$ cat src/rtl/mdlsm_batch_sequencer.sv
// Batch sequencer for the MDLSM `main` core.
// Steps file_index across [first_idx, last_idx]. For each file it pulses
// start, waits for finish, and then moves to the next index. A per-file
// watchdog and an abort input can end the batch early. The result is
// reported through done, error, files_done and fail_idx.
//
// Handshakes:
//   req/busy : req is sampled only while busy is low (IDLE). A request seen
//              while busy is high is dropped, not queued.
//   start/finish : start is held high for START_CYCLES cycles. A file
//              completes when finish is high, but only after finish has
//              been seen low at least once since that file's start. This
//              keeps a finish level left over from the previous file from
//              completing the next one.
module mdlsm_batch_sequencer #(
   parameter int IDX_W        = 10,
   parameter int START_CYCLES = 3,
   parameter int TIMEOUT      = 4096,
   parameter int TO_W         = 16
) (
   input  logic             clk,
   input  logic             rst,
   input  logic             req,
   input  logic [IDX_W-1:0] first_idx,
   input  logic [IDX_W-1:0] last_idx,
   input  logic             abort,
   input  logic             finish,
   output logic             start,
   output logic [IDX_W-1:0] file_index,
   output logic             busy,
   output logic             done,
   output logic             error,
   output logic [IDX_W:0]   files_done,
   output logic [IDX_W-1:0] fail_idx
);

   localparam logic [2:0] S_IDLE  = 3'd0;
   localparam logic [2:0] S_START = 3'd1;
   localparam logic [2:0] S_WAIT  = 3'd2;
   localparam logic [2:0] S_NEXT  = 3'd3;
   localparam logic [2:0] S_DONE  = 3'd4;

   localparam int               SC_W    = (START_CYCLES > 1) ? $clog2(START_CYCLES) : 1;
   localparam logic [SC_W-1:0]  SC_LAST = SC_W'(START_CYCLES - 1);
   localparam logic [SC_W-1:0]  SC_ONE  = SC_W'(1);
   localparam logic [TO_W-1:0]  TO_LAST = TO_W'((TIMEOUT > 0) ? TIMEOUT - 1 : 0);
   localparam logic [TO_W-1:0]  TO_ONE  = TO_W'(1);
   localparam logic [IDX_W-1:0] IDX_ONE = IDX_W'(1);
   localparam logic [IDX_W:0]   FD_ONE  = (IDX_W + 1)'(1);
   localparam bit               WD_EN   = (TIMEOUT != 0);

   logic [2:0]       state;
   logic [SC_W-1:0]  st_cnt;   // remaining start cycles after the current one
   logic [TO_W-1:0]  wd_cnt;   // cycles spent in WAIT for the current file
   logic [IDX_W-1:0] last_q;   // only the upper bound is needed after acceptance
   logic             arm;      // finish has been seen low since this file's start
   logic             complete;
   logic             wd_expired;

   // Completion needs finish high after it has been seen low for this file.
   // The watchdog fires on the last allowed WAIT cycle.
   always_comb begin
      complete   = arm & finish;
      wd_expired = WD_EN && (wd_cnt == TO_LAST);
   end

   // Sequencer FSM. Every output is a register updated here.
   always_ff @(posedge clk) begin
      if (rst) begin
         state      <= S_IDLE;
         start      <= 1'b0;
         busy       <= 1'b0;
         done       <= 1'b0;
         error      <= 1'b0;
         files_done <= '0;
         file_index <= '0;
         fail_idx   <= '0;
         last_q     <= '0;
         arm        <= 1'b0;
         st_cnt     <= '0;
         wd_cnt     <= '0;
      end else begin
         done <= 1'b0;
         case (state)
            S_IDLE: begin
               if (req) begin
                  busy       <= 1'b1;
                  files_done <= '0;
                  if (first_idx <= last_idx) begin
                     last_q     <= last_idx;
                     file_index <= first_idx;
                     error      <= 1'b0;
                     arm        <= 1'b0;
                     st_cnt     <= SC_LAST;
                     start      <= 1'b1;
                     state      <= S_START;
                  end else begin
                     // An empty range is reported as an error at first_idx.
                     error    <= 1'b1;
                     fail_idx <= first_idx;
                     done     <= 1'b1;
                     state    <= S_DONE;
                  end
               end
            end
            S_START: begin
               if (abort) begin
                  start <= 1'b0;
                  done  <= 1'b1;
                  state <= S_DONE;
               end else begin
                  if (!finish) arm <= 1'b1;
                  if (st_cnt == '0) begin
                     start  <= 1'b0;
                     wd_cnt <= '0;
                     state  <= S_WAIT;
                  end else begin
                     st_cnt <= st_cnt - SC_ONE;
                  end
               end
            end
            S_WAIT: begin
               if (abort) begin
                  done  <= 1'b1;
                  state <= S_DONE;
               end else if (complete) begin
                  state <= S_NEXT;
               end else if (wd_expired) begin
                  error    <= 1'b1;
                  fail_idx <= file_index;
                  done     <= 1'b1;
                  state    <= S_DONE;
               end else begin
                  if (!finish) arm <= 1'b1;
                  wd_cnt <= wd_cnt + TO_ONE;
               end
            end
            S_NEXT: begin
               if (abort) begin
                  done  <= 1'b1;
                  state <= S_DONE;
               end else begin
                  files_done <= files_done + FD_ONE;
                  // Compare before incrementing, so a range that ends at the
                  // top index stops instead of wrapping to zero.
                  if (file_index == last_q) begin
                     done  <= 1'b1;
                     state <= S_DONE;
                  end else begin
                     file_index <= file_index + IDX_ONE;
                     arm        <= 1'b0;
                     st_cnt     <= SC_LAST;
                     start      <= 1'b1;
                     state      <= S_START;
                  end
               end
            end
            S_DONE: begin
               busy  <= 1'b0;
               state <= S_IDLE;
            end
            default: begin
               start <= 1'b0;
               busy  <= 1'b0;
               state <= S_IDLE;
            end
         endcase
      end
   end

endmodule

$ cat config.mk
export PLATFORM = sky130hd
export DESIGN_NAME = mdlsm_batch_sequencer
export DESIGN_NICKNAME = d
export VERILOG_FILES = /design/src/rtl/mdlsm_batch_sequencer.sv
export SDC_FILE = /design/constraint.sdc
export NUM_CORES = 1
export LEC_CHECK = 0
export CORE_ASPECT_RATIO = 0.9
export CORE_UTILIZATION = 30
export CTS_BUF_LIST = sky130_fd_sc_hd__clkbuf_2 sky130_fd_sc_hd__clkbuf_4 sky130_fd_sc_hd__clkbuf_8
export CTS_CLUSTER_DIAMETER = 150
export CTS_CLUSTER_SIZE = 24
export DETAILED_ROUTE_END_ITERATION = 7
export SLEW_MARGIN = 20
export SYNTH_ARGS = -nofsm -noshare
export SYNTH_HDL_FRONTEND = slang
export SYNTH_SLANG_ARGS = --single-unit
export TNS_END_PERCENT = 100
$ cat constraint.sdc
create_clock -name clk -period 6.2 [get_ports clk]
set_input_delay 1.24 -clock clk [delete_from_list [all_inputs] [get_ports clk]]
set_output_delay 1.24 -clock clk [all_outputs]
set_load 0.01 [all_outputs]
==> Word-level counts from Yosys, hierarchy flattened <==
Cells that the tools add are included.
{ "classes": {"add_sub_neg": 4, "n_mul": 0, "n_div": 0, "n_lt_le_gt_ge": 1, "eq_ne": 20, "shift": 0, "mux": 70, "n_bitwise": 3, "n_reduce_logical": 20} }
{ "op_table": {"columns": ["op", "count"], "rows": [
  ["2-to-1 mux 10 bit", 9],
  ["2-to-1 mux 16 bit", 5],
  ["case mux 10 bit (2 select lines)", 2],
  ["case mux 16 bit (2 select lines)", 1],
  ["2-to-1 mux 1 bit", 28],
  ["2-to-1 mux 3 bit", 9],
  ["inequality test 2 bit (second input constant)", 12],
  ["2-to-1 mux 11 bit", 2],
  ["case mux 11 bit (2 select lines)", 1],
  ["AND reduction 6 bit", 3],
  ["adder 16 x 1 -> 16 bit (second input constant)", 1],
  ["equality test 16 x 12 -> 1 bit (second input constant)", 1],
  ["2-to-1 mux 2 bit", 6],
  ["case mux 1 bit (4 select lines)", 3],
  ["case mux 3 bit (4 select lines)", 1],
  ["adder 11 x 1 -> 11 bit (second input constant)", 1],
  ["adder 10 x 1 -> 10 bit (second input constant)", 1],
  ["equality test 10 bit", 1],
  ["<= comparator 10 bit", 1],
  ["AND reduction 5 bit", 2],
  ["AND reduction 3 bit", 3],
  ["AND reduction 9 bit", 1],
  ["AND reduction 7 bit", 1],
  ["equality test 3 x 2 -> 1 bit (second input constant)", 2],
  ["17 further kinds", 21]
]} }
{ "word_totals": {"regBits": 67, "latch_bits": 0, "mem_bits_rw": 0, "mem_bits_ro": 0, "out_inout_bits": 35, "elab_cells": 130, "memories": 0} }

==> Longest topological paths before layout <==
Gate-level depths: netlist of run 1.
{ "logic_depth": {"ltp_word": 5, "depth_mapped": 9, "ltp_nobuf": 8} }

==> Worst setup path before layout of run 1 <==
Ideal clock, no wire load.
{ "synth_path": {"path_type": "input -> register", "startpoint": "in last_idx[3]", "endpoint": "reg file_index[5]", "t_arrival_ns": 3.040, "required_ns": 6.066, "setup_slack_ns": 3.026, "cell_stages": 9, "n_path_buf": 1, "path_cell_list": "inv_1 ha_1 a21o_1 a21o_1 a2111oi_4 nor3_2 buf_2 o311ai_0 o31ai_1"} }
{ "synth_via": {"elab_chain_len": 3} }
{ "synth_rtl": {"columns": ["item", "line", "rtl"], "rows": [
  ["from (decl)", "25", "input logic [IDX_W-1:0] last_idx,"],
  ["<= comparator 10 bit", "89", "if (first_idx <= last_idx) begin"],
  ["inequality test 2 bit (no source line)", null, null],
  ["AND reduction 5 bit (no source line)", null, null],
  ["to (signal assigned)", "91", "file_index <= first_idx;"],
  ["to (signal assigned)", "150", "file_index <= file_index + IDX_ONE;"],
  ["to (decl)", "29", "output logic [IDX_W-1:0] file_index,"]
]} }
Every way passes these cells.
A chain may end at the register's enable or synchronous reset.

==> Final worst setup path of run 1 <==
{ "layout_path": {"startpoint": "in last_idx[9]", "endpoint": "reg file_index[8]"} }
Same word-level chain as after synthesis.

==> summary.md, run 1 <==
| Metric | Value |
|---|---|
| Clk pwr share | approximately a third |
| Tot GR Track Use | roughly 16% |
| EDFF count, synth | 0 |
| Switching pwr | 0.367 mW |
| Core area | 12000 sq um |
| H-Tree Depth | 3 |
| WP buf/inv | 2 |
| Starting Density | 30.8% |
| Routability congestion estimate | 0.843 |
| CP endpoint | file_index[8]$_SDFFE_PP0P_ |
| Crit path cell chain | clkdlybuf4s50_1 -> inv_1 -> ha_1 -> nand4_1 -> a211oi_1 -> a2111oi_4 -> nor3_2 -> or2_0 -> o31ai_1 |
| Vias | 3388 |
| Worst EP required | 6.41 ns |
| Sink Count | 67 |
| Largest net degree at the start of global routing | 44 |
| Total nets after synthesis | 481 |
| Setup Skew | 0.00903 ns |
| Yosys warns | 0 |
| Worst reg2reg setup slack | 3.33 ns |
| Worst reg2reg path endpoint | file_index[8]$_SDFFE_PP0P_ |
| Worst slew margin | between 30% and 40% |
| Cells after synthesis | 442 |
| Comb pwr share | between 20% and 30% |
| 1st-iter DRT viols | 256 |
| WL per Instance | 15.2 microns |
| Sw Share | ~31% |
| Slowest stage delay, CP | 0.77 ns |
| Worst-skew pair later-pin latency | approximately 0.34 ns |
| Die Wd | 119 microns |
| Initial antenna violation count | 0 |
| Worst Tran Pin Value | 0.920 ns |
| Final std cells w/o fill | 654 |
| Placed Cells | 638 |
| Buffers on Ports | ~60 |
| Synth async-reset ratio | 0% |
| Netlist Area Pre-Place | 3710 sq um |
| Synth Flop Type | dfxtp_1 |
| Worst reg2reg path depth | 5 |
| Nets | approximately 530 |
| Vias/cell | a little over 5 |
| CP startpoint kind | primary input |
| Bufs on Longest Clock Path | 2 |
| Pwr dens | 258 nW/um^2 |
| Top-area cell type share of the netlist area | 36.2% |
| Antenna Nets Post-Route | 0 |
| Hold Path Class | flop to flop |
| Detailed-route DRC error count | 0 |
| Die Span Y | between 100 and 150 microns |
| PostCTS Resize Cnt | 0 |
| Outcome | finished, final reports clean |
| Max-cap viol count | 0 |
| CP max-delay cell | nor3_2 |
| Pre-CTS setup slack | 1.78 ns |
| Leakage | 1.79 nW |
| Hold Vio Cnt, Final | 0 |
| CTS tree | done |
| Final period util | 65.8% |
| Most frequent cell after synthesis | dfxtp_1 |
| Achievable Freq | approximately 250 MHz |
| Seq pwr share | 42.3% |
| Top post-synthesis cells by count | 67 x dfxtp_1, 45 x nor2_1, 32 x a21oi_1 |
| Fin crit period | approximately 4.1 ns |
| Cell area after layout | 4630 sq um |
| Unrepaired setup endpoints after global routing | false |
| Post-synth cell types | 50 |
| Post-DP HPWL | 7190 microns |
| Worst-path clk slew | 0.08 ns |
| Post-CTS Setup Repair Bufs | 0 |
| Worst setup startpoint | last_idx[9] |
| Critical Path Sink Type | flop |
| Die area | 12800 sq um |
| Cell taking the most area after synthesis | dfxtp_1 |
| Share of cells above drive strength 1 | 5.47% |
| # diodes | 0 |
| Reg2reg start | state[1]$_SDFFE_PP0P_ |
| DP Area | 4410 sq um |
| Crit Path Category | primary input to flop |
| Crit path DAT | 4.29 ns |
| Post-route setup slack | between 2 and 2.5 ns |
| Final slew viol count | 0 |
| Total gr overflow | 0 |
| Pint | 0.829 mW |
| Drt first pass iters | 4 |
| Row cnt | 38 |
| Hold buffer count at cts | 0 |
| Flops & latches, synth | 67 |
| Global-route wire length before repair | 16000 microns |
| Critical Path Stages | 9 |
| Synth Area per Inst | about 8.4 sq um |
| Io pins | 60 |
| Vias in the first global route | 3181 |
| Register area share after synthesis | 36.2% |
| Area growth, synth to finish | 24.9% |
| Setup TNS | 0 ns |
| Delay-heaviest family, CP | simple AND/OR/NAND/NOR gates |
| CTS buffer count | 9 |
| Max FO, Critical Path | 17 |
| Peak VDD IR | 89.1 uV |
| Routed WL | between 9000 and 10000 microns |
| Ranking of synthesized cells by area | dfxtp_1 36%, mux2i_1 5.7%, ha_1 4.7%, xor2_1 4.7%, nor2_1 4.6% |
| Setup Viol. Count Final | 0 |
| Root Driver | clkbuf_8 |
cells in the final DEF, fill, tap and decap left out, drive strengths merged, types with 3 or more instances in the layout:
master	n
a311oi	11
xnor2	10
or2	3
a31oi	4
nand3	16
inv	21
or3	7
o211ai	8
xor2	20
buf	4
dfxtp	67
nor3b	4
nor4	6
and2	6
o311ai	5
o21ai	16
clkbuf	10
nand4	13
clkdlybuf4s50	59
mux2i	21
nor2	45
a21oi	33
ha	14
o22ai	3
and3	10
a211oi	3
nand2	22
o31ai	8
nor3	17
power groups by stage:
stage / combinational, mW / clock, mW / sequential [mW]
finish: 0.277 / 0.413 / 0.506
global route: 0.305 / 0.446 / 0.510
CTS: 0.276 / 0.427 / 0.505
detailed placement: 0.275 / 0 / 0.514
global placement: 0.273 / 0 / 0.514
floorplan: 0.176 / 0 / 0.508
worst min path at each step:
stage	cells after the start	slack, ns	endpoint	from
after floorplan	2	0.45	st_cnt[0]$_SDFFE_PP0P_	st_cnt[0]$_SDFFE_PP0P_
after global placement	2	0.46	busy$_SDFFE_PP0P_	busy$_SDFFE_PP0P_
after detailed placement	2	0.47	st_cnt[0]$_SDFFE_PP0P_	st_cnt[0]$_SDFFE_PP0P_
after CTS	2	0.49	st_cnt[0]$_SDFFE_PP0P_	st_cnt[0]$_SDFFE_PP0P_
after global routing	2	0.51	st_cnt[0]$_SDFFE_PP0P_	st_cnt[0]$_SDFFE_PP0P_
final	2	0.49	st_cnt[0]$_SDFFE_PP0P_	st_cnt[0]$_SDFFE_PP0P_
kinds of logic after synthesis:
| group | synth area share, % |
|---|---|
| compound gates | 19.4 |
| xor+xnor | 7.09 |
| fa+ha+maj | 4.72 |
| buf+inv | 5.43 |
| flops | 36.2 |
| mux | 5.67 |
| simple gates | 21.5 |
metrics by stage:
stage | utilization [%] | hold WS (ns) | total power [mW]
final | 38.5 | 0.489 | 1.20
after global routing | 38.5 | 0.508 | 1.26
after CTS | 38.5 | 0.489 | 1.21
after detailed placement | 36.6 | 0.474 | 0.790
after global placement | 36.6 | 0.464 | 0.786
after floorplan | - | 0.454 | 0.683
routing by layer:
metal / GRT usage, % / share of wire, % / wire, microns / vias to the layer above
met4: 4.79 / 1.0 / 103 / 0
met3: 3.81 / 5.7 / 565 / 8
met1: 22.3 / 52 / 5120 / 1577
met5: 0 / 0 / 0 / -
met2: 23.3 / 42 / 4120 / 99
li1: - / - / - / 1704
final cells by class:
class                   count  area [sq um]
fillers                  1211          7400
inverters                  21          78.8
clock inverters             6          88.8
flip-flops and latches     67          1340
clock buffers              10           138
well taps                 160           200
repair buffers             63           621
multi-input cells         327          2160
worst min-delay path, delay by kind of cell, from the launching register on:
family	cells	cell delay, ns
AO/OA/AOI/OAI	2	0.13
flip-flops	1	0.31
registers in the layout (all words and copies together) (netlist names):
signal	count
file_index	10
arm	1
error	1
files_done	11
state	3
last_q	10
done	1
st_cnt	2
wd_cnt	16
start	1
busy	1
fail_idx	10
Power figures use the tool's default switching activity.
==> run 2: changes to the inputs <==
==> constraint.sdc (replaced) <==
create_clock -name clk -period 3.81 [get_ports clk]
set_input_delay 0.762 -clock clk [delete_from_list [all_inputs] [get_ports clk]]
set_output_delay 0.762 -clock clk [all_outputs]
set_load 0.01 [all_outputs]
==> run 2 against run 1 <==
Net effect: combinational power is 65% higher; first-iteration DRC count is 36% higher; clock skew up 0.0037 ns; critical path depth unchanged; sequential cell count did not move; clock power grew 63%; largest power group unchanged; highest routed layer unchanged.
==> summary.md, run 2 (synthesis gave the netlist of run 1 again) <==
| Metric | Value |
|---|---|
| Outcome | finished, final reports clean (unchanged) |
| # diodes | 0 (unchanged) |
| Die Span Y | 107 microns (unchanged) |
| Worst hold start | busy$_SDFFE_PP0P_ (was st_cnt[0]$_SDFFE_PP0P_) |
| Worst reg2reg setup slack | 1.07 ns (was 3.33 ns) |
| Detailed-route DRC error count | 0 (unchanged) |
| Io pins | 60 (unchanged) |
| Global-route wire length before repair | 16000 microns (about the same) |
| Routability congestion estimate | 0.865 (was 0.843) |
| Final period util | 93.6% |
| Bufs on Longest Clock Path | 2 (unchanged) |
| Clk pwr share | 34.4% (was 34.6%) |
| Crit path cell chain | clkdlybuf4s50_1 -> inv_1 -> ha_1 -> nand4_1 -> a211oi_1 -> a2111oi_4 -> nor3_2 -> or2_0 -> o31ai_1 (unchanged) |
| Worst slew margin | 37.6% (was 38.5%) |
| 1st-iter DRT viols | 348 (was 256) |
| Die area | 12800 sq um (unchanged) |
| CP startpoint kind | primary input (unchanged) |
| Critical Path Sink Type | flop (unchanged) |
| Worst EP required | 4.02 ns (was 6.41 ns) |
| Worst-skew pair later-pin latency | 0.35 ns (was 0.34 ns) |
| Final slew viol count | 0 (unchanged) |
| CTS buffer count | 9 (unchanged) |
| Crit Path Category | primary input to flop (unchanged) |
| Unrepaired setup endpoints after global routing | false (unchanged) |
| Hold EP | busy$_SDFFE_PP0P_ (was st_cnt[0]$_SDFFE_PP0P_) |
| Largest register FFs | 16 (unchanged) |
| Achievable Freq | 280 MHz |
| Peak VDD IR | 170 uV (was 89.1 uV) |
| Setup Viol. Count Final | 0 (unchanged) |
| Die Wd | 119 microns (unchanged) |
| Hold Vio Cnt, Final | 0 (unchanged) |
| Max-cap viol count | 0 (unchanged) |
| Reg with most FFs | wd_cnt (unchanged) |
| Leakage | 1.81 nW (was 1.79 nW) |
| WL per Instance | 15.0 microns (was 15.2 microns) |
| Area growth, synth to finish | 26.0% (was 24.9%) |
| Total gr overflow | 0 (unchanged) |
| Hold buffer count at cts | 0 (unchanged) |
| Pint | 1.34 mW (was 0.829 mW) |
| Max FO, Critical Path | 17 (unchanged) |
| Post-DP HPWL | 7260 microns (was 7190 microns) |
| Vias/cell | 5.25 (was 5.18) |
| Seq pwr share | 42.1% (was 42.3%) |
| Crit path DAT | 3.78 ns (was 4.29 ns) |
| Top flop regs | wd_cnt: 16 flops, files_done: 11 flops (unchanged) |
| CTS tree | done (unchanged) |
| Setup Skew | 0.0128 ns (was 0.00903 ns) |
| Hold Path Class | flop to flop (unchanged) |
| Vias | 3467 (was 3388) |
| Reg2reg start | state[1]$_SDFFE_PP0P_ (unchanged) |
| Setup TNS | 0 ns (unchanged) |
| Pwr dens | 418 nW/um^2 (was 258 nW/um^2) |
| Root Driver | clkbuf_8 (unchanged) |
| Buffers on Ports | 59 (unchanged) |
| Commonest non-fill, non-tap cell in the layout | dfxtp_1 (unchanged) |
| Switching pwr | 0.611 mW (was 0.367 mW) |
| Starting Density | 30.8% (unchanged) |
| Fin util | 38.8% (was 38.5%) |
| Tot GR Track Use | 15.8% (was 15.7%) |
| Hold Path Stages | 2 (unchanged) |
| Total power | 1.95 mW (was 1.20 mW) |
| Largest net degree at the start of global routing | 26 (was 44) |
| Sw Share | 31.3% (was 30.7%) |
| Share of cells above drive strength 1 | 6.60% (was 5.47%) |
| CP max-delay cell | nor3_2 (unchanged) |
| Worst reg2reg path endpoint | file_index[9]$_SDFFE_PP0P_ (was file_index[8]$_SDFFE_PP0P_) |
| Fin crit period | 3.57 ns |
| Routed WL | 9920 microns (was 9910 microns) |
| Nets | 534 (was 528) |
| H-Tree Depth | 3 (unchanged) |
| Most frequent cells in the layout | 67 x dfxtp_1, 59 x clkdlybuf4s50_1, 45 x nor2_1, 32 x a21oi_1, 22 x nand2_1 (unchanged) |
| Row cnt | 38 (unchanged) |
| Core area | 12000 sq um (unchanged) |
| Worst Tran Pin Value | 0.932 ns (was 0.920 ns) |
| Antenna Nets Post-Route | 0 (unchanged) |
| Drt first pass iters | 4 (unchanged) |
| Post-CTS Setup Repair Bufs | 0 (unchanged) |
| Sink Count | 67 (unchanged) |
| Worst-path clk slew | 0.08 ns (about the same) |
| Vias in the first global route | 3189 (was 3181) |
| Slowest stage delay, CP | 0.79 ns (was 0.77 ns) |
| Worst reg2reg path depth | 5 (unchanged) |
| Initial antenna violation count | 0 (unchanged) |
| PostCTS Resize Cnt | 0 (unchanged) |
| Comb pwr share | 23.5% (was 23.1%) |
run 2: cell count changes in the layout (fill, tap and decap cells not counted), sizes merged:
cell | previous run | this run
clkinv | 2 | 1
clkbuf | 10 | 9
inv | 21 | 23
buf | 4 | 10
run 2: final cells by class:
class	instances	area, sq um
repair buffers	69	666
inverters	21	78.8
multi-input cells	327	2160
fillers	1222	7360
clock inverters	7	97.6
well taps	160	200
clock buffers	9	124
flip-flops and latches	67	1340
run 2: worst max-delay path by stage:
| stage | start | end | slack [ns] |
|---|---|---|---|
| final | last_idx[9] | file_index[9]$_SDFFE_PP0P_ | 0.24 |
| after global routing | first_idx[0] | file_index[9]$_SDFFE_PP0P_ | 0.06 |
| after CTS | last_idx[5] | file_index[0]$_SDFFE_PP0P_ | 0.30 |
| after detailed placement | last_idx[9] | file_index[6]$_SDFFE_PP0P_ | -0.07 |
| after global placement | last_idx[5] | file_index[6]$_SDFFE_PP0P_ | 0.02 |
| after floorplan | last_idx[3] | file_index[5]$_SDFFE_PP0P_ | 1.11 |
run 2: worst max-delay path, delay by kind of cell:
kind,cells,cell delay [ns]
adder cells (fa/ha/maj),1,0.31
AO/OA/AOI/OAI,3,0.65
AND/OR/NAND/NOR,3,1.53
buffers and inverters,2,0.54
run 2: layer usage:
layer  up-vias  share of wire [%]  track usage (%)
li1       1719                  -                -
met2        99                 43             23.3
met1      1639                 50             22.8
met3        10                5.8             3.39
met5         -                  0                0
met4         0               0.80             4.88
run 2: power by group through the flow:
stage	Clock [mW]	Combinational (mW)	Sequential, mW
finish	0.672	0.458	0.821
floorplan	0	0.286	0.826
CTS	0.692	0.457	0.821
global route	0.721	0.502	0.831
detailed placement	0	0.455	0.838
global placement	0	0.451	0.835
run 2: stage by stage:
| stage | instances | hold slack, ns | setup WS (ns) | area (sq um) |
|---|---|---|---|---|
| floorplan | 442 | 0.454 | 1.11 | 3710 |
| global placement | 644 | 0.452 | 0.0159 | 4450 |
| detailed placement | 644 | 0.463 | -0.0676 | 4450 |
| CTS | 660 | 0.488 | 0.300 | 4670 |
| global route | 660 | 0.518 | 0.0581 | 4670 |
| finish | 660 | 0.483 | 0.242 | 4670 |
==> run 3: changes to the inputs <==
--- a/config.mk
+++ b/config.mk
@@ -11,6 +11,7 @@
 export CTS_CLUSTER_DIAMETER = 150
 export CTS_CLUSTER_SIZE = 24
 export DETAILED_ROUTE_END_ITERATION = 7
+export SKIP_CTS_REPAIR_TIMING = 1
 export SLEW_MARGIN = 20
 export SYNTH_ARGS = -nofsm -noshare
 export SYNTH_HDL_FRONTEND = slang
==> results of run 3 <==
Final layout, timing and power as in run 2 (identical DEF).
